--- src/rtl/tartaruga_pkg.sv ---
// Shared types for the tartaruga front end.
// Bus word, fetch FSM states and instruction-buffer entry.
package tartaruga_pkg;

    typedef logic [31:0] bus32_t;

    typedef enum logic {
        RUN   = 1'b0,
        FLUSH = 1'b1
    } fetch_state_e;

    typedef struct packed {
        bus32_t instr;
        bus32_t pc;
    } ibuf_entry_t;

    function automatic bus32_t word_align(bus32_t addr);
        return {addr[31:2], 2'b00};
    endfunction

endpackage

--- src/rtl/fetch_ibuf.sv ---
// Instruction buffer: small synchronous FIFO of {instr, pc} entries.
// flush empties the buffer and wins over push and pop.
module fetch_ibuf
    import tartaruga_pkg::*;
#(
    parameter int DEPTH = 4,
    localparam int AW = $clog2(DEPTH),
    localparam int CW = AW + 1
) (
    input  logic        clk_i,
    input  logic        rstn_i,
    input  logic        push,
    input  ibuf_entry_t wdata,
    input  logic        pop,
    input  logic        flush,
    output ibuf_entry_t rdata,
    output logic [CW-1:0] count,
    output logic        empty,
    output logic        full
);

    ibuf_entry_t   mem_q [DEPTH];
    logic [AW-1:0] wr_q;
    logic [AW-1:0] rd_q;
    logic [CW-1:0] count_q;
    logic          do_pop;

    assign do_pop = pop & ~empty;
    assign empty  = (count_q == '0);
    assign full   = (count_q == CW'(DEPTH));
    assign count  = count_q;
    assign rdata  = mem_q[rd_q];

    // Storage is reset too so the head output reads zero out of reset.
    always_ff @(posedge clk_i or negedge rstn_i) begin
        if (!rstn_i) begin
            wr_q    <= '0;
            rd_q    <= '0;
            count_q <= '0;
            for (int i = 0; i < DEPTH; i++) begin
                mem_q[i] <= '0;
            end
        end else if (flush) begin
            wr_q    <= '0;
            rd_q    <= '0;
            count_q <= '0;
        end else begin
            if (push) begin
                mem_q[wr_q] <= wdata;
                wr_q        <= wr_q + 1'b1;
            end
            if (do_pop) begin
                rd_q <= rd_q + 1'b1;
            end
            count_q <= count_q + CW'(push) - CW'(do_pop);
        end
    end

endmodule

--- src/rtl/fetch_unit.sv ---
// Fetch front end: owns the PC, issues word fetches, buffers in-order
// responses and drops stale ones after a control-flow redirect.
module fetch_unit
    import tartaruga_pkg::*;
#(
    parameter bus32_t RESET_PC        = 32'h0000_0000,
    parameter int     IBUF_DEPTH      = 4,
    parameter int     MAX_OUTSTANDING = 2
) (
    input  logic        clk_i,
    input  logic        rstn_i,
    output logic        req_valid_o,
    output logic [31:0] req_addr_o,
    input  logic        req_ready_i,
    input  logic        resp_valid_i,
    input  logic [31:0] resp_instr_i,
    input  logic        redirect_i,
    input  logic [31:0] redirect_pc_i,
    output logic        instr_valid_o,
    output logic [31:0] instr_o,
    output logic [31:0] instr_pc_o,
    input  logic        instr_ready_i
);

    localparam int CW = $clog2(IBUF_DEPTH) + 1;
    localparam int OW = $clog2(MAX_OUTSTANDING + 1);

    fetch_state_e  state_q;
    bus32_t        pc_q;
    bus32_t        resp_pc_q;
    logic [OW-1:0] outstanding_q;
    logic [OW-1:0] drop_q;
    logic [OW-1:0] out_next;

    logic          req_fire;
    logic          resp_fire;
    logic          push;
    logic          pop;
    logic          room_ok;
    logic          slot_ok;
    ibuf_entry_t   head;
    ibuf_entry_t   wentry;
    logic [CW-1:0] buf_count;
    logic          ibuf_empty;
    logic          ibuf_full;

    // Reserving a slot per in-flight request means responses never stall.
    assign room_ok = (32'(outstanding_q) + 32'(buf_count)) < 32'(IBUF_DEPTH);
    assign slot_ok = 32'(outstanding_q) < 32'(MAX_OUTSTANDING);

    assign req_valid_o = rstn_i & (state_q == RUN) & room_ok & slot_ok;
    assign req_addr_o  = pc_q;

    assign req_fire  = req_valid_o & req_ready_i;
    assign resp_fire = resp_valid_i;
    assign out_next  = outstanding_q + OW'(req_fire) - OW'(resp_fire);

    assign push = resp_fire & (drop_q == '0) & ~redirect_i
                & (~ibuf_full | pop);
    assign pop  = instr_valid_o & instr_ready_i;

    assign wentry = '{instr: resp_instr_i, pc: resp_pc_q};

    assign instr_valid_o = ~ibuf_empty;
    assign instr_o       = head.instr;
    assign instr_pc_o    = head.pc;

    fetch_ibuf #(
        .DEPTH (IBUF_DEPTH)
    ) u_ibuf (
        .clk_i  (clk_i),
        .rstn_i (rstn_i),
        .push   (push),
        .wdata  (wentry),
        .pop    (pop),
        .flush  (redirect_i),
        .rdata  (head),
        .count  (buf_count),
        .empty  (ibuf_empty),
        .full   (ibuf_full)
    );

    always_ff @(posedge clk_i or negedge rstn_i) begin
        if (!rstn_i) begin
            state_q       <= RUN;
            pc_q          <= RESET_PC;
            resp_pc_q     <= RESET_PC;
            outstanding_q <= '0;
            drop_q        <= '0;
        end else begin
            outstanding_q <= out_next;
            // Everything still in flight after this edge is stale.
            if (redirect_i) begin
                pc_q      <= word_align(redirect_pc_i);
                resp_pc_q <= word_align(redirect_pc_i);
                drop_q    <= out_next;
                state_q   <= (out_next != '0) ? FLUSH : RUN;
            end else begin
                if (req_fire) begin
                    pc_q <= pc_q + 32'd4;
                end
                if (push) begin
                    resp_pc_q <= resp_pc_q + 32'd4;
                end
                if (resp_fire && (drop_q != '0)) begin
                    drop_q <= drop_q - 1'b1;
                end
                if ((state_q == FLUSH) && resp_fire && (drop_q == OW'(1))) begin
                    state_q <= RUN;
                end
            end
        end
    end

endmodule

--- config.mk ---
export PLATFORM = sky130hd
export DESIGN_NAME = fetch_unit
export DESIGN_NICKNAME = d
export VERILOG_FILES = /design/src/rtl/tartaruga_pkg.sv /design/src/rtl/fetch_ibuf.sv /design/src/rtl/fetch_unit.sv
export SDC_FILE = /design/constraint.sdc
export NUM_CORES = 1
export LEC_CHECK = 0
export ABC_AREA = 1
export CAP_MARGIN = 30
export CORE_MARGIN = 1
export CORE_UTILIZATION = 35
export CTS_CLUSTER_DIAMETER = 40
export DETAILED_ROUTE_END_ITERATION = 12
export GPL_TIMING_DRIVEN = 0
export PLACE_DENSITY_LB_ADDON = 0.15
export SETUP_SLACK_MARGIN = 0.4
export SYNTH_ARGS = -nofsm -noshare
export SYNTH_HDL_FRONTEND = slang
export SYNTH_SLANG_ARGS = --single-unit
--- constraint.sdc ---
create_clock -name clk_i -period 2.8 [get_ports clk_i]
set_input_delay 0.42 -clock clk_i [delete_from_list [all_inputs] [get_ports clk_i]]
set_output_delay 0.42 -clock clk_i [all_outputs]
set_load 0.005 [all_outputs]
==> key figures, run 1 <==
Run status
  – Run status: finished with violations
  – Violated checks: hold timing

Global route
  – Initial antenna violation count: 0
  – Largest net degree at the start of global routing: 100
  – Grt met2 use: 40.21%
  – First-pass GRT wire length: 84100 µm
  – Grt met1 use: 32.12%
  – Vias in the first global route: 14.65k
  – Gr busiest metal: met2
  – Overall global routing resource usage: 24.30%
  – Grt ovf: 0
  – Global routing usage on met3: 3.793%

Pwr
  – Leak: 9.985 nW
  – Pwr dens: 984.3 nW/µm²
  – Total chip power: 0.02146 W
  – Maximum vdd drop: 0.0004314 V

Synthesis
  – Top cell type's share of synthesized area: 51.15%
  – Synth area leaders: dfrtp_1, nand2_1, o21ai_0, nor2_1, o21ai_1
  – Synth cell types: 40
  – Post-Syn Area: 15650 µm²
  – Average cell area after synthesis: 8.132 µm²
  – Sequential area share after synthesis: 51.15%
  – Mapped Cells: 1925
  – Area leader, netlist: dfrtp_1
  – Post-synthesis sequential element count: 320
  – Yosys Warn Count: 0

Timing
  – Final Skew: 0.04139 ns
  – Clock period minus worst slack: 2.495 ns
  – Worst-Margin Slew: 0.7990 ns
  – Max-slew violations: 0
  – Peak Freq: 0.4009 GHz
  – Tcrit/Tclk final: 89.09%
  – Final Setup Violations: 0
  – Hold Vio Cnt, Final: 97
  – RSZ-0062 raised after global routing: yes
  – Minimum hold slack: -0.1865 ns
  – Relative slew margins: 46.74%

Routing
  – Avg Vias per Cell: 5.141
  – Routed Antenna Nets: 0
  – Routed length per instance: 19.38 µm
  – DRC Markers: 0
  – Final wirelength: 54720 µm
  – Vias: 14.51k
  – DRT Pass-1 Iters: 5
  – Starting DRT DRC Count: 1164

Placed design
  – Port Buffers: 161
  – Area after DPL: 18100 µm²
  – RePlAce Congestion: 0.8740
  – Placed insts: 2684
  – Post-DP HPWL: 35610 µm

Final layout
  – Layout cell share with drive strength beyond 1: 22.90%
  – Area grow syn2layout: 39.26%
  – Fin area: 21800 µm²
  – Most common cell after layout, fill and taps aside: nand2_1
  – Commonest cells after routing, fill and taps aside: nand2_1, dfrtp_1, o21ai_0, o21ai_1, inv_1
  – Layout Nets: 2269
  – Non-filler cells, final: 2823
  – Antenna Cells: 0

Critical path
  – CP max FO: 7
  – CP Capture Type: output port
  – Crit Reg-Reg Startpoint: u_ibuf.count[1]$_DFF_PN0_
  – Worst Path Required: 2.38 ns
  – WS Path Type: flip-flop to output port
  – Critical path data arrival time: 2.07 ns
  – Worst r2r path cells: 12
  – Startpoint Class: flip-flop
  – Crit-path cells: buf_6 -> clkinv_8 -> buf_12 -> buf_8 -> buf_16 -> nor2_2 -> o22ai_2 -> buf_2
  – Setup slack, reg-to-reg: 0.55 ns
  – CP max-delay cell: dfrtp_1
  – Worst flop-to-flop path endpoint: u_ibuf.count[2]$_DFF_PN0_
  – Max incr delay on CP: 0.40 ns

Floorplan
  – Core area: 44120 µm²
  – IO Pins: 168
  – Die area: 45570 µm²
  – Starting Density: 35.48%
  – Die Wd: 213.5 µm
  – Die Y: 213.5 µm
  – Row count: 77

Worst hold path
  – Hold WC Path Type: input pin to asynchronous set/reset pin

CTS
  – Clock-pin transition on the worst setup and hold timing paths: 0.06 ns
  – H-tree lvl count: 2
  – Root buf cell: clkbuf_16
  – Bufs on Longest Clock Path: 3
  – Worst skew pair latency: 0.62 ns
  – Clock sinks: 320
  – CTS buffer count: 57
  – CTS tree: done

Flow run
  – MaxCap Viol Count: 0
-- cell type report --
type | instances | area [µm²]
Multi-Input combinational cell | 1359 | 7426
Timing Repair Buffer | 198 | 1879
Tap cell | 592 | 740.7
Clock inverter | 42 | 573.1
Buffer | 112 | 1149
Inverter | 137 | 544.3
Sequential cell | 320 | 8009
Fill cell | 4258 | 22330
Clock buffer | 63 | 1479
-- worst max-delay path by stage --
stage | startpoint | end | slack, ns | depth (start not counted)
floorplan | u_ibuf.count[1]$_DFF_PN0_ | drop_q[1]$_DFFE_PN0P_ | 0.66 | 12
global placement | rstn_i | req_addr_o[25]$_DFFE_PN0P_ | -13.25 | 1
detailed placement | u_ibuf.rd_q[0]$_DFFE_PN0P_ | instr_pc_o[16] | -0.03 | 7
CTS | u_ibuf.rd_q[0]$_DFFE_PN0P_ | instr_pc_o[26] | 0.23 | 7
global route | u_ibuf.rd_q[0]$_DFFE_PN0P_ | instr_pc_o[16] | 0.25 | 7
finish | u_ibuf.rd_q[0]$_DFFE_PN0P_ | instr_pc_o[10] | 0.31 | 8
-- where the power goes --
| part | total (W) | internal, W | switching [W] | leakage (nW) |
|---|---|---|---|---|
| Clock | 0.00741 | 0.00478 | 0.00263 | 0.971 |
| Sequential | 0.00686 | 0.00588 | 0.000979 | 4.20 |
| Combinational | 0.00720 | 0.00331 | 0.00388 | 4.82 |
| Total | 0.0215 | 0.0140 | 0.00749 | 9.99 |
-- through the flow --
| stage | hold slack [ns] | setup slack (ns) | utilization [%] | TNS [ns] |
|---|---|---|---|---|
| floorplan | 0.1244 | 0.6649 | - | 0 |
| global placement | 0.4604 | -13.25 | 40.83 | -4631.68 |
| detailed placement | 0.4670 | -0.02553 | 41.03 | -0.04907 |
| CTS | -0.1430 | 0.2302 | 48.04 | 0 |
| global route | -0.1112 | 0.2548 | 49.40 | 0 |
| finish | -0.1865 | 0.3053 | 49.40 | 0 |
-- state kept, by name, summed over array words and instances, names as in the netlist --
signal / cells
outstanding_q: 2
u_ibuf.rd_q: 2
u_ibuf.mem_q: 248
resp_pc_q: 30
state_q: 1
u_ibuf.count: 3
drop_q: 2
u_ibuf.wr_q: 2
req_addr_o: 30
-- metal layers --
layer / up-vias / share of wire [%]
met1: 7099 / 44
met2: 427 / 48
met4: 0 / 2.9
met5: - / 0
li1: 6896 / -
met3: 90 / 5.3
-- cell families after synthesis --
family                     after synthesis  share of synthesized area, %
other                                    1                       0.02396
AOI/OAI and AO/OA                      504                         17.34
and+or+nand+nor                        816                         21.49
adders and majority gates               14                         1.167
xor gates and xnor gates                21                         1.175
buffers and inverters                  249                         7.649
DFF                                    320                         51.15
-- critical path, delay by kind of cell, from the launching register on --
family                 cells  cell delay, ns
AO/OA/AOI/OAI              1            0.22
buffers and inverters      6            0.77
flip-flops                 1            0.40
AND/OR/NAND/NOR            1            0.04
-- cell usage after synthesis (all sizes together) --
cell type and count:
nand2 506, o21ai 404, dfrtp 320, nor2 211
inv 134, nand3 68, o22ai 62, buf 56
clkbuf 56, o211ai 19, nor3 18, xor2 16
ha 13, nand4 8, a21oi 7, xnor2 5
o221ai 4, a31oi 3, clkinv 3, nand3b 3
o21bai 3, a22oi 1, and2 1, conb 1
fa 1, nor3b 1, o311ai 1
-- what timing repair did --
item / 4_1_cts / 5_1_grt
setup endpoints to repair: 65 / 62
pin swaps: 44 / 60
gates resized for setup: 525 / 211
setup buffers: 19 / 3
hold endpoints to repair: 97 / 97
gates cloned: 10 / 2
No activity file was read; power rests on OpenSTA's default activity.
==> run 2: changes to the inputs <==
SYNTH_HIERARCHICAL = 1   (was not set)
==> run 2 against run 1 <==
Effect of this change:
- the run still ends with hold timing left
- setup slack worse by 0.040 ns
- core utilization down 0.58 points
- first-iteration DRC count down 11%
- critical path type unchanged
- largest cell class unchanged
==> key figures, run 2 <==
Global route
  – Grt ovf: 0
  – Overall global routing resource usage: 23.28%
  – First-pass GRT wire length: 85390 µm
  – Vias in the first global route: 15.22k
  – Largest net degree at the start of global routing: 101
  – Initial antenna violation count: 0

Routing
  – Routed length per instance: 18.77 µm
  – Avg Vias per Cell: 5.166
  – DRT Pass-1 Iters: 5
  – DRC Markers: 0
  – Starting DRT DRC Count: 1039
  – Final wirelength: 55320 µm
  – Vias: 15.23k
  – Routed Antenna Nets: 0

CTS
  – Worst skew pair latency: 0.63 ns
  – Clock-pin transition on the worst setup and hold timing paths: 0.05 ns
  – Bufs on Longest Clock Path: 3
  – CTS tree: done
  – Clock sinks: 328
  – H-tree lvl count: 2
  – Root buf cell: clkbuf_16
  – CTS buffer count: 58

Timing
  – Worst-Margin Slew: 0.8221 ns
  – Max-slew violations: 0
  – Clock period minus worst slack: 2.535 ns
  – Tcrit/Tclk final: 90.52%
  – Hold Vio Cnt, Final: 97
  – Final Skew: 0.04650 ns
  – Relative slew margins: 45.19%
  – Minimum hold slack: -0.1382 ns
  – Peak Freq: 0.3945 GHz
  – Final Setup Violations: 0
  – Final worst slack: 0.2653 ns
  – RSZ-0062 raised after global routing: yes

Final layout
  – Antenna Cells: 0
  – Fin area: 22160 µm²
  – Layout cell share with drive strength beyond 1: 21.81%
  – Post-layout util: 48.82%
  – Area of the multi-input gates: 7488 µm²
  – Most common cell after layout, fill and taps aside: nand2_1
  – Sequential cell area: 8212 µm²
  – Max FFs per register: 256
  – Non-filler cells, final: 2948
  – Area grow syn2layout: 37.66%
  – Commonest cells after routing, fill and taps aside: nand2_1, dfrtp_1, o21ai_0, inv_1, nor2_1
  – Fill count: 4409
  – Largest reg by FF count: u_ibuf/mem_q
  – Layout Nets: 2383

Pwr
  – Sw Ratio: 30.92%
  – Clock share of power: 42.2%
  – Leak: 10.50 nW
  – Maximum vdd drop: 0.0004866 V
  – Pwr dens: 786.3 nW/µm²
  – Psw: 0.005386 W
  – Sequential power share: 35.5%
  – Comb pwr share: 22.3%
  – Internal: 0.01203 W

Floorplan
  – IO Pins: 168
  – Starting Density: 35.47%
  – Core area: 45380 µm²
  – Row count: 78
  – Die Y: 216.4 µm
  – Die Wd: 216.4 µm
  – Die area: 46850 µm²

Synthesis
  – Sequential area share after synthesis: 51.00%
  – Synth area leaders: dfrtp_1, o21ai_0, nand2_1, nor2_1, inv_1
  – Adder-cell share of the synthesized area: 1.135%
  – Multiplexer area fraction after synthesis: 0%
  – Post-synth EDFFs: 0
  – Synth Area in XOR/XNOR: 0.5986%
  – Cell with the most instances after synthesis: nand2_1
  – Synth cell types: 41
  – Top cell type's share of synthesized area: 51.00%
  – Average cell area after synthesis: 7.898 µm²
  – Complex-gate fraction of the synthesized area: 16.94%
  – Yosys Warn Count: 6
  – Main combinational cell family by area after synthesis: simple AND/OR/NAND/NOR gates
  – Post-synthesis simple-gate area fraction: 22.76%
  – List of most frequent post-synthesis cells: nand2_1, o21ai_0, dfrtp_1, nor2_1, inv_1
  – Post-Syn Area: 16100 µm²
  – Post-synthesis sequential element count: 328
  – Area leader, netlist: dfrtp_1
  – Primary FF master, synth: dfrtp_1
  – Post-synth ARST share: 100.0%
  – Mapped Cells: 2038

Critical path
  – Worst Path Required: 2.38 ns
  – Critical path data arrival time: 2.11 ns
  – Crit Reg-Reg Startpoint: u_ibuf/count[1]$_DFF_PN0_
  – Startpoint Class: flip-flop
  – Worst flop-to-flop path endpoint: u_ibuf/mem_q[157]$_DFFE_PN0P_
  – Setup slack, reg-to-reg: 0.52 ns
  – Worst r2r path cells: 13
  – WS Path Type: flip-flop to output port
  – Crit-path cells: buf_8 -> clkinv_8 -> buf_16 -> buf_12 -> nor2_1 -> o22ai_2 -> buf_2
  – Critical Path Source: u_ibuf/rd_q[0]$_DFFE_PN0P_
  – WP buf/inv: 5
  – CP max-delay cell: dfrtp_2
  – CP max FO: 7
  – Max incr delay on CP: 0.47 ns
  – CP Capture Type: output port
  – Critical path's top delay family: buffers and inverters

Placed design
  – Port Buffers: 163
  – Placed insts: 2807
  – Area after DPL: 18580 µm²
  – Post-DP HPWL: 36920 µm
  – Pre-CTS WS: -0.7143 ns
  – RePlAce Congestion: 0.8926

Run status
  – Run status: finished with violations
  – Violated checks: hold timing

Flow run
  – MaxCap Viol Count: 0

Worst hold path
  – Hold WC Path Type: input pin to asynchronous set/reset pin
## run 2: changes by cell type in the layout (fill, tap and decap cells not counted), moves of 22 or more
cell	previous run	this run
nor2_1	117	161
o21ai_0	193	232
nand2_1	493	518
buf_4	23	51
inv_1	128	161
nand3_1	64	86
nor2_4	53	24
## run 2: cell families (layout without fill, tap and decap cells)
group | Yosys count | count (layout)
AO/OA/AOI/OAI | 520 | 520
XOR/XNOR | 11 | 11
adder cells (fa/ha/maj) | 14 | 14
buffers and inverters | 283 | 590
flip-flops | 328 | 328
other | 1 | 4
AND/OR/NAND/NOR | 881 | 881
## run 2: power groups by stage
| stage | combinational (W) | sequential [W] | clock, W |
|---|---|---|---|
| after floorplan | 0.00182 | 0.00604 | 0 |
| after global placement | 0.00366 | 0.00619 | 0 |
| after detailed placement | 0.00373 | 0.00619 | 0 |
| after CTS | 0.00359 | 0.00613 | 0.00749 |
| after global routing | 0.00431 | 0.00629 | 0.00771 |
| final | 0.00388 | 0.00619 | 0.00735 |
## run 2: metrics by stage
| stage | power, W | hold WS, ns | TNS (ns) |
|---|---|---|---|
| floorplan | 0.007862 | 0.1244 | 0 |
| CTS | 0.01722 | -0.1146 | 0 |
| finish | 0.01742 | -0.1382 | 0 |
| detailed placement | 0.009920 | 0.4678 | -156.86 |
| global placement | 0.009844 | 0.4600 | -5016.19 |
| global route | 0.01832 | -0.07858 | 0 |
## run 2: final cells by class
| class | instances | share of cell area (%) |
|---|---|---|
| Timing Repair Buffer | 198 | 8.555 |
| Sequential cell | 328 | 37.06 |
| Buffer | 115 | 4.975 |
| Clock buffer | 67 | 6.929 |
| Clock inverter | 42 | 2.338 |
| Multi-Input combinational cell | 1430 | 33.80 |
| Tap cell | 600 | 3.388 |
| Inverter | 168 | 2.953 |
## run 2: repair_timing
action | CTS | global route
gates resized for setup | 385 | 473
pin swaps | 45 | 57
endpoints found under the setup margin | 327 | 320
endpoints found under the hold margin | 97 | 80
gates cloned | 1 | 12
setup buffers | 8 | 11
## run 2: how the worst max path moves through the flow
| stage | depth (start not counted) | slack [ns] | endpoint |
|---|---|---|---|
| after floorplan | 12 | 0.57 | drop_q[1]$_DFFE_PN0P_ |
| after global placement | 1 | -13.50 | req_addr_o[27]$_DFFE_PN0P_ |
| after detailed placement | 12 | -0.71 | u_ibuf/mem_q[48]$_DFFE_PN0P_ |
| after CTS | 7 | 0.23 | instr_pc_o[19] |
| after global routing | 7 | 0.22 | instr_pc_o[18] |
| final | 7 | 0.27 | instr_pc_o[20] |
## run 2: routing by layer
metal | part of all wire, % | track usage [%]
met3 | 5.7 | 3.621
met2 | 48 | 39.44
met5 | 0 | 0
met4 | 3.3 | 8.826
met1 | 42 | 29.85
